--- src/rtl/lcg_rng_fifo_if.sv ---
// Output handshake bundle for lcg_rng_fifo: the generator drives the head word
// and its valid flag, the consumer drives ready.
interface lcg_rng_fifo_if #(
  parameter int OUT_W = 16
) ();
  logic             rand_valid;
  logic             rand_ready;
  logic [OUT_W-1:0] rand_out;

  modport master (
    output rand_valid,
    output rand_out,
    input  rand_ready
  );

  modport slave (
    input  rand_valid,
    input  rand_out,
    output rand_ready
  );
endinterface

--- src/rtl/lcg_rng_fifo.sv ---
// Parametrised LCG random-word source with runtime reseeding, a run-ahead
// circular output FIFO, valid/ready back-pressure and period-wrap detection.
module lcg_rng_fifo #(
  parameter int                 STATE_W = 32,
  parameter int                 OUT_W   = 16,
  parameter logic [STATE_W-1:0] MULT    = STATE_W'(1664525),
  parameter logic [STATE_W-1:0] INC     = STATE_W'(1013904223),
  parameter logic [STATE_W-1:0] SEED    = STATE_W'(1),
  parameter int                 DEPTH   = 4
) (
  input  logic                   clk,
  input  logic                   rst,
  input  logic                   en,
  input  logic                   seed_load,
  input  logic [STATE_W-1:0]     seed_in,
  lcg_rng_fifo_if.master         rand_bus,
  output logic [$clog2(DEPTH):0] level,
  output logic                   period_wrap
);

  localparam int PTR_W = $clog2(DEPTH);
  localparam int LVL_W = PTR_W + 1;
  localparam logic [LVL_W-1:0] FULL_LVL = LVL_W'(DEPTH);

  logic [STATE_W-1:0] state;
  logic [STATE_W-1:0] anchor;
  logic [STATE_W-1:0] next_state;
  logic [OUT_W-1:0]   sample;
  logic [OUT_W-1:0]   mem [DEPTH];
  logic [PTR_W-1:0]   wr_ptr;
  logic [PTR_W-1:0]   rd_ptr;
  logic [LVL_W-1:0]   level_q;
  logic               wrap_q;
  logic               pop;
  logic               step;
  logic               not_empty;

  // Modular arithmetic falls out of the STATE_W-wide operands.
  assign next_state = state * MULT + INC;
  assign sample     = next_state[STATE_W-1 -: OUT_W];

  assign not_empty = (level_q != '0);
  assign pop       = not_empty & rand_bus.rand_ready;
  // A full FIFO may still step when the head leaves in the same cycle.
  assign step      = en & ~seed_load & ((level_q < FULL_LVL) | pop);

  assign rand_bus.rand_valid = not_empty;
  assign rand_bus.rand_out   = not_empty ? mem[rd_ptr] : '0;
  assign level               = level_q;
  assign period_wrap         = wrap_q;

  always_ff @(posedge clk) begin
    if (rst) begin
      state   <= SEED;
      anchor  <= SEED;
      wr_ptr  <= '0;
      rd_ptr  <= '0;
      level_q <= '0;
      wrap_q  <= 1'b0;
    end else if (seed_load) begin
      state   <= seed_in;
      anchor  <= seed_in;
      wr_ptr  <= '0;
      rd_ptr  <= '0;
      level_q <= '0;
      wrap_q  <= 1'b0;
    end else begin
      if (step) begin
        state  <= next_state;
        wr_ptr <= wr_ptr + PTR_W'(1);
      end
      if (pop) begin
        rd_ptr <= rd_ptr + PTR_W'(1);
      end
      case ({step, pop})
        2'b10:   level_q <= level_q + LVL_W'(1);
        2'b01:   level_q <= level_q - LVL_W'(1);
        default: level_q <= level_q;
      endcase
      wrap_q <= step & (next_state == anchor);
    end
  end

  // Storage needs no reset: level gates every read of it.
  always_ff @(posedge clk) begin
    if (!rst && !seed_load && step) begin
      mem[wr_ptr] <= sample;
    end
  end

endmodule

--- src/flat_wrapper.sv ---
// flat-port wrapper written by rule: the top's interface ports become plain ports
module lcg_rng_fifo_flat 
#(
  parameter int                 STATE_W = 32,
  parameter int                 OUT_W   = 16,
  parameter logic [STATE_W-1:0] MULT    = STATE_W'(1664525),
  parameter logic [STATE_W-1:0] INC     = STATE_W'(1013904223),
  parameter logic [STATE_W-1:0] SEED    = STATE_W'(1),
  parameter int                 DEPTH   = 4
)
  (clk, rst, en, seed_load, seed_in, level, period_wrap, rand_bus_rand_valid, rand_bus_rand_out, rand_bus_rand_ready);
  lcg_rng_fifo_if #(.OUT_W(OUT_W)) rand_bus_i ();
  input  logic clk;
  input  logic rst;
  input  logic en;
  input  logic seed_load;
  input  logic [STATE_W-1:0] seed_in;
  output logic [$clog2(DEPTH):0] level;
  output logic period_wrap;
  output wire logic [$bits(rand_bus_i.rand_valid)-1:0] rand_bus_rand_valid;
  output wire logic [$bits(rand_bus_i.rand_out)-1:0] rand_bus_rand_out;
  input wire logic [$bits(rand_bus_i.rand_ready)-1:0] rand_bus_rand_ready;
  assign rand_bus_rand_valid = rand_bus_i.rand_valid;
  assign rand_bus_rand_out = rand_bus_i.rand_out;
  assign rand_bus_i.rand_ready = rand_bus_rand_ready;
  lcg_rng_fifo #(.STATE_W(STATE_W), .OUT_W(OUT_W), .MULT(MULT), .INC(INC), .SEED(SEED), .DEPTH(DEPTH)) u_core (.clk(clk), .rst(rst), .en(en), .seed_load(seed_load), .seed_in(seed_in), .rand_bus(rand_bus_i), .level(level), .period_wrap(period_wrap));
endmodule
--- config.mk ---
export PLATFORM = sky130hd
export DESIGN_NAME = lcg_rng_fifo_flat
export DESIGN_NICKNAME = d
export VERILOG_FILES = /design/src/rtl/lcg_rng_fifo_if.sv /design/src/rtl/lcg_rng_fifo.sv /design/src/flat_wrapper.sv
export SDC_FILE = /design/constraint.sdc
export NUM_CORES = 1
export LEC_CHECK = 0
export ABC_AREA = 1
export BUFFER_PORTS_ARGS = -buffer_cell sky130_fd_sc_hd__buf_2
export CAP_MARGIN = 10
export CORE_MARGIN = 1.5
export CORE_UTILIZATION = 45
export CTS_CLUSTER_SIZE = 28
export DETAILED_ROUTE_END_ITERATION = 16
export MAX_ROUTING_LAYER = met4
export PLACE_DENSITY = 0.61
export SYNTH_ARGS = -nofsm -noshare
export SYNTH_HDL_FRONTEND = slang
export SYNTH_SLANG_ARGS = --single-unit
--- constraint.sdc ---
create_clock -name clk -period 7.6 [get_ports clk]
set_input_delay 1.9 -clock clk [delete_from_list [all_inputs] [get_ports clk]]
set_output_delay 1.9 -clock clk [all_outputs]
set_load 0.01 [all_outputs]
==> results of run 1 <==
==> routing by layer <==
metal / GRT usage [%] / part of all wire, %
met1: 31.5 / 47
met5: - / 0
met2: 39.3 / 48
met4: 6.18 / 2.3
met3: 2.78 / 2.7
==> cells by family (layout without fill, tap and decap cells) <==
family,count (synthesis),in the layout,synth area share (%)
adder cells (fa/ha/maj),303,303,36.7
buffers and inverters,363,436,10.4
XOR/XNOR,57,57,4.85
AO/OA/AOI/OAI,189,189,8.52
AND/OR/NAND/NOR,409,409,13.7
flip-flops,138,138,25.9
==> cell usage in the layout, fill, tap and decap left out, types with 19 or more instances in the layout <==
cell      count
xor2_1       26
a31oi_1      29
nand2_2      19
nor2_1      120
o21ai_0      65
nand2_1     192
buf_2        57
edfxtp_1     64
ha_1        165
nand3_1      39
fa_1        138
dfxtp_1      74
a21oi_1      53
xnor2_1      19
inv_1       327
==> flip-flops by register name (all words and copies together) (netlist names), named ones only <==
register	cells
u_core.state	32
u_core.mem	64
u_core.wr_ptr	2
u_core.anchor	32
u_core.period_wrap	1
u_core.level	3
u_core.rd_ptr	2
==> worst max-delay path by stage <==
stage                          from            endpoint  slack, ns  depth (start not counted)
floorplan           u_core.state[1]  u_core.period_wrap       1.59                         29
global placement    u_core.state[1]  u_core.period_wrap       1.14                         30
detailed placement  u_core.state[1]  u_core.period_wrap       0.95                         30
CTS                 u_core.state[1]  u_core.period_wrap       0.96                         30
global route        u_core.state[1]  u_core.period_wrap       0.44                         30
finish              u_core.state[1]  u_core.period_wrap       0.91                         30
==> cells in the mapped netlist (3+ instances only) <==
master    number
a21oi_1       53
a21oi_2        3
a21oi_4        4
a31oi_1       29
and2_1         4
clkbuf_1      31
dfxtp_1       74
edfxtp_1      64
fa_1         138
ha_1         165
inv_1        327
nand2_1      192
nand2_2       19
nand2_4        4
nand3_1       39
nand3_2        4
nand4_1        8
nor2_1       121
nor2_2         6
o21ai_0       65
o21ai_1        6
o22ai_1       17
xnor2_1       19
xnor3_1        6
xor2_1        26
xor2_2         4
==> metrics by stage <==
| stage | std cells | util, % | hold slack, ns | setup WS (ns) | cell area [um2] |
|---|---|---|---|---|---|
| after floorplan | 1459 | - | 0.430 | 1.59 | 13200 |
| after global placement | 1884 | 48.5 | 0.447 | 1.14 | 13900 |
| after detailed placement | 1884 | 48.5 | 0.459 | 0.954 | 13900 |
| after CTS | 1916 | 50.7 | 0.471 | 0.960 | 14600 |
| after global routing | 1916 | 50.7 | 0.498 | 0.437 | 14600 |
| final | 1916 | 50.7 | 0.467 | 0.906 | 14600 |
==> layout make-up <==
| type | count | area, um2 | share of cell area (%) |
|---|---|---|---|
| flip-flops and latches | 138 | 3400 | 23.4 |
| multi-input cells | 958 | 8400 | 57.7 |
| clock inverters | 15 | 198 | 1.36 |
| well taps | 384 | 480 | 3.30 |
| repair buffers | 73 | 405 | 2.78 |
| clock buffers | 17 | 425 | 2.92 |
| inverters | 331 | 1240 | 8.53 |
==> critical path: cells and delay by family, from the launching register on <==
| family | cells | cell delay (ns) |
|---|---|---|
| buffers and inverters | 7 | 0.63 |
| AND/OR/NAND/NOR | 12 | 1.16 |
| XOR/XNOR | 1 | 0.41 |
| flip-flops | 1 | 0.59 |
| AO/OA/AOI/OAI | 2 | 0.45 |
| adder cells (fa/ha/maj) | 8 | 3.41 |
==> reports/qor.csv, run 1 <==
stage,metric,value,unit
clock_tree,TritonCTS clock tree,built,
sta,Slew @ Worst Pin,0.933,ns
floorplan,Placement Rows,62,
critical_path,max incr delay on CP,0.59,ns
min_path,Hold Startpoint,u_core.rd_ptr[1],
critical_path,R2R depth,30,
min_path,cell depth of the worst hold path,2,
synth,largest cells by area after synthesis,"fa_1, ha_1, edfxtp_1, dfxtp_1, inv_1",
cells_and_area,Area Growth Syn to Fin,10.7,%
min_path,Hold Path Class,flop to flop,
critical_path,peak fanout along the critical path,12,
synth,gate count of the mapped netlist,1459,
grt,first-pass GRT wire length,54.3,mm
floorplan,Die Wd,174,um
cells_and_area,Nets,1859,
grt,initial antenna violation count,0,
sta,Max Clock Skew,0.0141,ns
grt,GRT Overall Usage,23.9,%
detailed_routing,Via Count,9490,
critical_path,Startpoint Class,flop,
critical_path,"most used cell, CP",inv_1,
synth,Synthesized Nets,1799,
sta,fmax,0.149,GHz
detailed_routing,Post-DRT Antenna Nets,0,
cells_and_area,FILL cells,2726,
cells_and_area,layout cells sized above 1,11.0,%
sta,Tmin final,6.69,ns
synth,Syn Area/Cell,9.02,um2
floorplan,Die H,174,um
floorplan,core area,0.0287,mm2
outcome,status,finished clean,
clock_tree,CTS Sinks,138,
clock_tree,# hold bufs at CTS,0,
sta,Hold Fails Final Rpt,0,
floorplan,Initial Util,45.8,%
clock_tree,worst-skew pair later-pin latency,0.43,ns
synth,Synth Warn #,0,
place,gp weighted congestion,0.922,
clock_tree,clock root buffer,clkbuf_16,
detailed_routing,DR WL/cell,17.4,um
detailed_routing,Avg Vias per Cell,4.95,
synth,#FFs+latches synth,138,
critical_path,reg2reg start,u_core.state[1],
critical_path,r2r setup slk,0.91,ns
clock_tree,Bufs on Longest Clock Path,2,
clock_tree,H-tree lvl count,4,
grt,global route overflow,0,
synth,"Seq/Total Area, Yosys",25.9,%
sta,"Slew Viols, Final",0,
critical_path,WP data required,7.96,ns
synth,post-synth cell types,51,
synth,"FFs w/ async S/R, synth",0,%
sta,Slew HR,37.6,%
place,IO buf count,57,
synth,number of synthesized flops with an enable pin,64,
floorplan,die area,0.0303,mm2
critical_path,CP Class,flop to flop,
synth,Yosys top cell area share,21.0,%
clock_tree,number of setup buffers added after CTS,0,
sta,period utilization,88.1,%
critical_path,Worst Path Arrival,7.06,ns
critical_path,CP max stage cell,dfxtp_1,
critical_path,FF-to-FF End,u_core.period_wrap,
sta,# setup viols final,0,
job,Max Cap Violations,0,
grt,largest net degree at the start of global routing,65,
synth,"Top FF cell, synth",dfxtp_1,
cells_and_area,diodes inserted,0,
synth,synthesized area,0.0132,mm2
grt,vias in the first global route,9995,
clock_tree,TritonCTS Buffers,17,
detailed_routing,total wire length,33.3,mm
floorplan,io pins,58,
sta,Setup TNS,0,ns
detailed_routing,DRT iter0 DRCs,632,
clock_tree,# resized after CTS,0,
sta,unrepaired setup endpoints after global routing,no,
detailed_routing,number of remaining DRC errors,0,
synth,Yosys top cell by area,fa_1,
place,detailed placer's ending HPWL,27.4,mm
critical_path,CP Capture Type,flop,
detailed_routing,TritonRoute pass-1 iters,5,
clock_tree,"Reg clk slew, reported paths",0.07,ns
Power of run 1 is left out: the tool's default activity adds up to more than one toggle a clock period on the data nets, which glitch-free logic cannot reach.
==> run 2, diff against run 1 <==
--- a/config.mk
+++ b/config.mk
@@ -14,6 +14,7 @@
 export DETAILED_ROUTE_END_ITERATION = 16
 export MAX_ROUTING_LAYER = met4
 export PLACE_DENSITY = 0.61
+export RECOVER_POWER = 100
 export SYNTH_ARGS = -nofsm -noshare
 export SYNTH_HDL_FRONTEND = slang
 export SYNTH_SLANG_ARGS = --single-unit
==> run 2 against run 1 <==
  * The flow now finishes with violations (capacitance limit, slew limit)
  * Core utilization is 0.73 points lower
  * Critical path depth decreased by 3
  * Sequential cell count did not move
  * Non-clock buffer count stayed put
  * Die area did not move
  * Count of clock-buffer cells in the layout stayed put
==> reports/qor.csv, run 2 (same netlist as run 1, synthesis figures left out) <==
stage,metric,value,unit
outcome,status,finished with violations,
outcome,failing checks,"capacitance limit, slew limit",
clock_tree,CTS Sinks,138,
cells_and_area,max reg flops,64,
place,IO buf count,57,
sta,Tmin final,6.80,ns
clock_tree,worst-skew pair later-pin latency,0.42,ns
job,Max Cap Violations,4,
clock_tree,number of setup buffers added after CTS,0,
cells_and_area,layout cells sized above 1,7.57,%
detailed_routing,Avg Vias per Cell,4.96,
grt,vias in the first global route,9995,
cells_and_area,Nets,1859,
cells_and_area,Largest Register,u_core.mem,
cells_and_area,FILL cells,2773,
grt,first-pass GRT wire length,54.3,mm
detailed_routing,Post-DRT Antenna Nets,0,
detailed_routing,Via Count,9512,
clock_tree,TritonCTS Buffers,17,
sta,Hold Fails Final Rpt,0,
detailed_routing,total wire length,33.4,mm
place,detailed placer's ending HPWL,27.4,mm
grt,GRT Overall Usage,23.9,%
floorplan,io pins,58,
critical_path,FF-to-FF End,u_core.state[29],
sta,Setup TNS,0,ns
clock_tree,# resized after CTS,0,
floorplan,Initial Util,45.8,%
place,gp weighted congestion,0.922,
floorplan,Placement Rows,62,
critical_path,Worst Path Arrival,7.15,ns
cells_and_area,largest registers,"u_core.mem x64, u_core.anchor x32, u_core.state x32",
floorplan,Die Wd,174,um
grt,global route overflow,0,
critical_path,CP Class,flop to flop,
min_path,cell depth of the worst hold path,2,
detailed_routing,TritonRoute pass-1 iters,4,
sta,period utilization,89.4,%
detailed_routing,number of remaining DRC errors,0,
cells_and_area,most frequent cells in the layout,"inv_1, nand2_1, ha_1, fa_1, nor2_1",
detailed_routing,DRT iter0 DRCs,536,
floorplan,die area,0.0303,mm2
detailed_routing,DR WL/cell,17.4,um
grt,largest net degree at the start of global routing,65,
critical_path,reg2reg start,u_core.state[1],
min_path,Hold Path Class,flop to flop,
min_path,Hold Startpoint,u_core.rd_ptr[1],
cells_and_area,Area Growth Syn to Fin,9.05,%
clock_tree,TritonCTS clock tree,built,
grt,initial antenna violation count,0,
cells_and_area,diodes inserted,0,
clock_tree,H-tree lvl count,4,
sta,Max Clock Skew,0.0111,ns
clock_tree,# hold bufs at CTS,0,
sta,"Slew Viols, Final",138,
sta,Slew HR,-80.2,%
critical_path,Startpoint Class,flop,
floorplan,Die H,174,um
critical_path,WP data required,7.95,ns
sta,# setup viols final,0,
critical_path,peak fanout along the critical path,12,
critical_path,r2r setup slk,0.80,ns
sta,fmax,0.147,GHz
clock_tree,clock root buffer,clkbuf_16,
clock_tree,"Reg clk slew, reported paths",0.07,ns
clock_tree,Bufs on Longest Clock Path,2,
critical_path,R2R depth,27,
floorplan,core area,0.0287,mm2
sta,unrepaired setup endpoints after global routing,no,
sta,Slew @ Worst Pin,2.69,ns
critical_path,CP Capture Type,flop,
cells_and_area,"most common cell after layout, fill and taps aside",inv_1,
## run 2: cell type report
type | count | area [um2] | area share (%)
multi-input cells | 958 | 8250 | 57.5
flip-flops and latches | 138 | 3400 | 23.7
inverters | 331 | 1240 | 8.66
well taps | 384 | 480 | 3.35
clock buffers | 17 | 425 | 2.97
repair buffers | 73 | 350 | 2.44
clock inverters | 15 | 198 | 1.38
## run 2: worst max path at each step
stage	endpoint	from
floorplan	u_core.period_wrap	u_core.state[1]
global placement	u_core.period_wrap	u_core.state[1]
detailed placement	u_core.period_wrap	u_core.state[1]
CTS	u_core.period_wrap	u_core.state[1]
global route	u_core.state[29]	u_core.state[1]
finish	u_core.state[29]	u_core.state[1]
## run 2: critical path, cell delays in order, from the launching register on
cell and delay (ns):
dfxtp_1 0.59, inv_1 0.21, ha_1 0.40, xor2_1 0.40, inv_1 0.09, ha_1 0.18
o21bai_1 0.17, fa_1 0.50, fa_1 0.49, inv_1 0.05, fa_1 0.47, inv_1 0.05
fa_1 0.49, inv_1 0.06, fa_1 0.47, inv_1 0.04, ha_1 0.37, nand2_1 0.17
o21ai_0 0.26, inv_1 0.09, nand2_1 0.11, nand2_1 0.11, nand2_1 0.12, nand3_1 0.07
nand2_1 0.11, xor2_1 0.38, nand2_1 0.10, a31oi_1 0.18
## run 2: stage by stage
step                      setup WS [ns]  area [um2]  hold WS [ns]  utilization (%)  std cells
after floorplan                    1.59       13200         0.430                -       1459
after global placement             1.14       13900         0.447             48.5       1884
after detailed placement          0.954       13900         0.459             48.5       1884
after CTS                         0.960       14600         0.471             50.7       1916
after global routing              0.252       14300         0.498             50.0       1916
final                             0.803       14300         0.472             50.0       1916
## run 2: layer usage
layer	track usage, %	up-vias	routed length [um]
li1	-	4711	-
met1	31.5	4586	15700
met2	39.3	184	16000
met3	2.78	31	969
met4	6.18	0	713
met5	-	-	0
Power of run 2 is left out for the same reason.
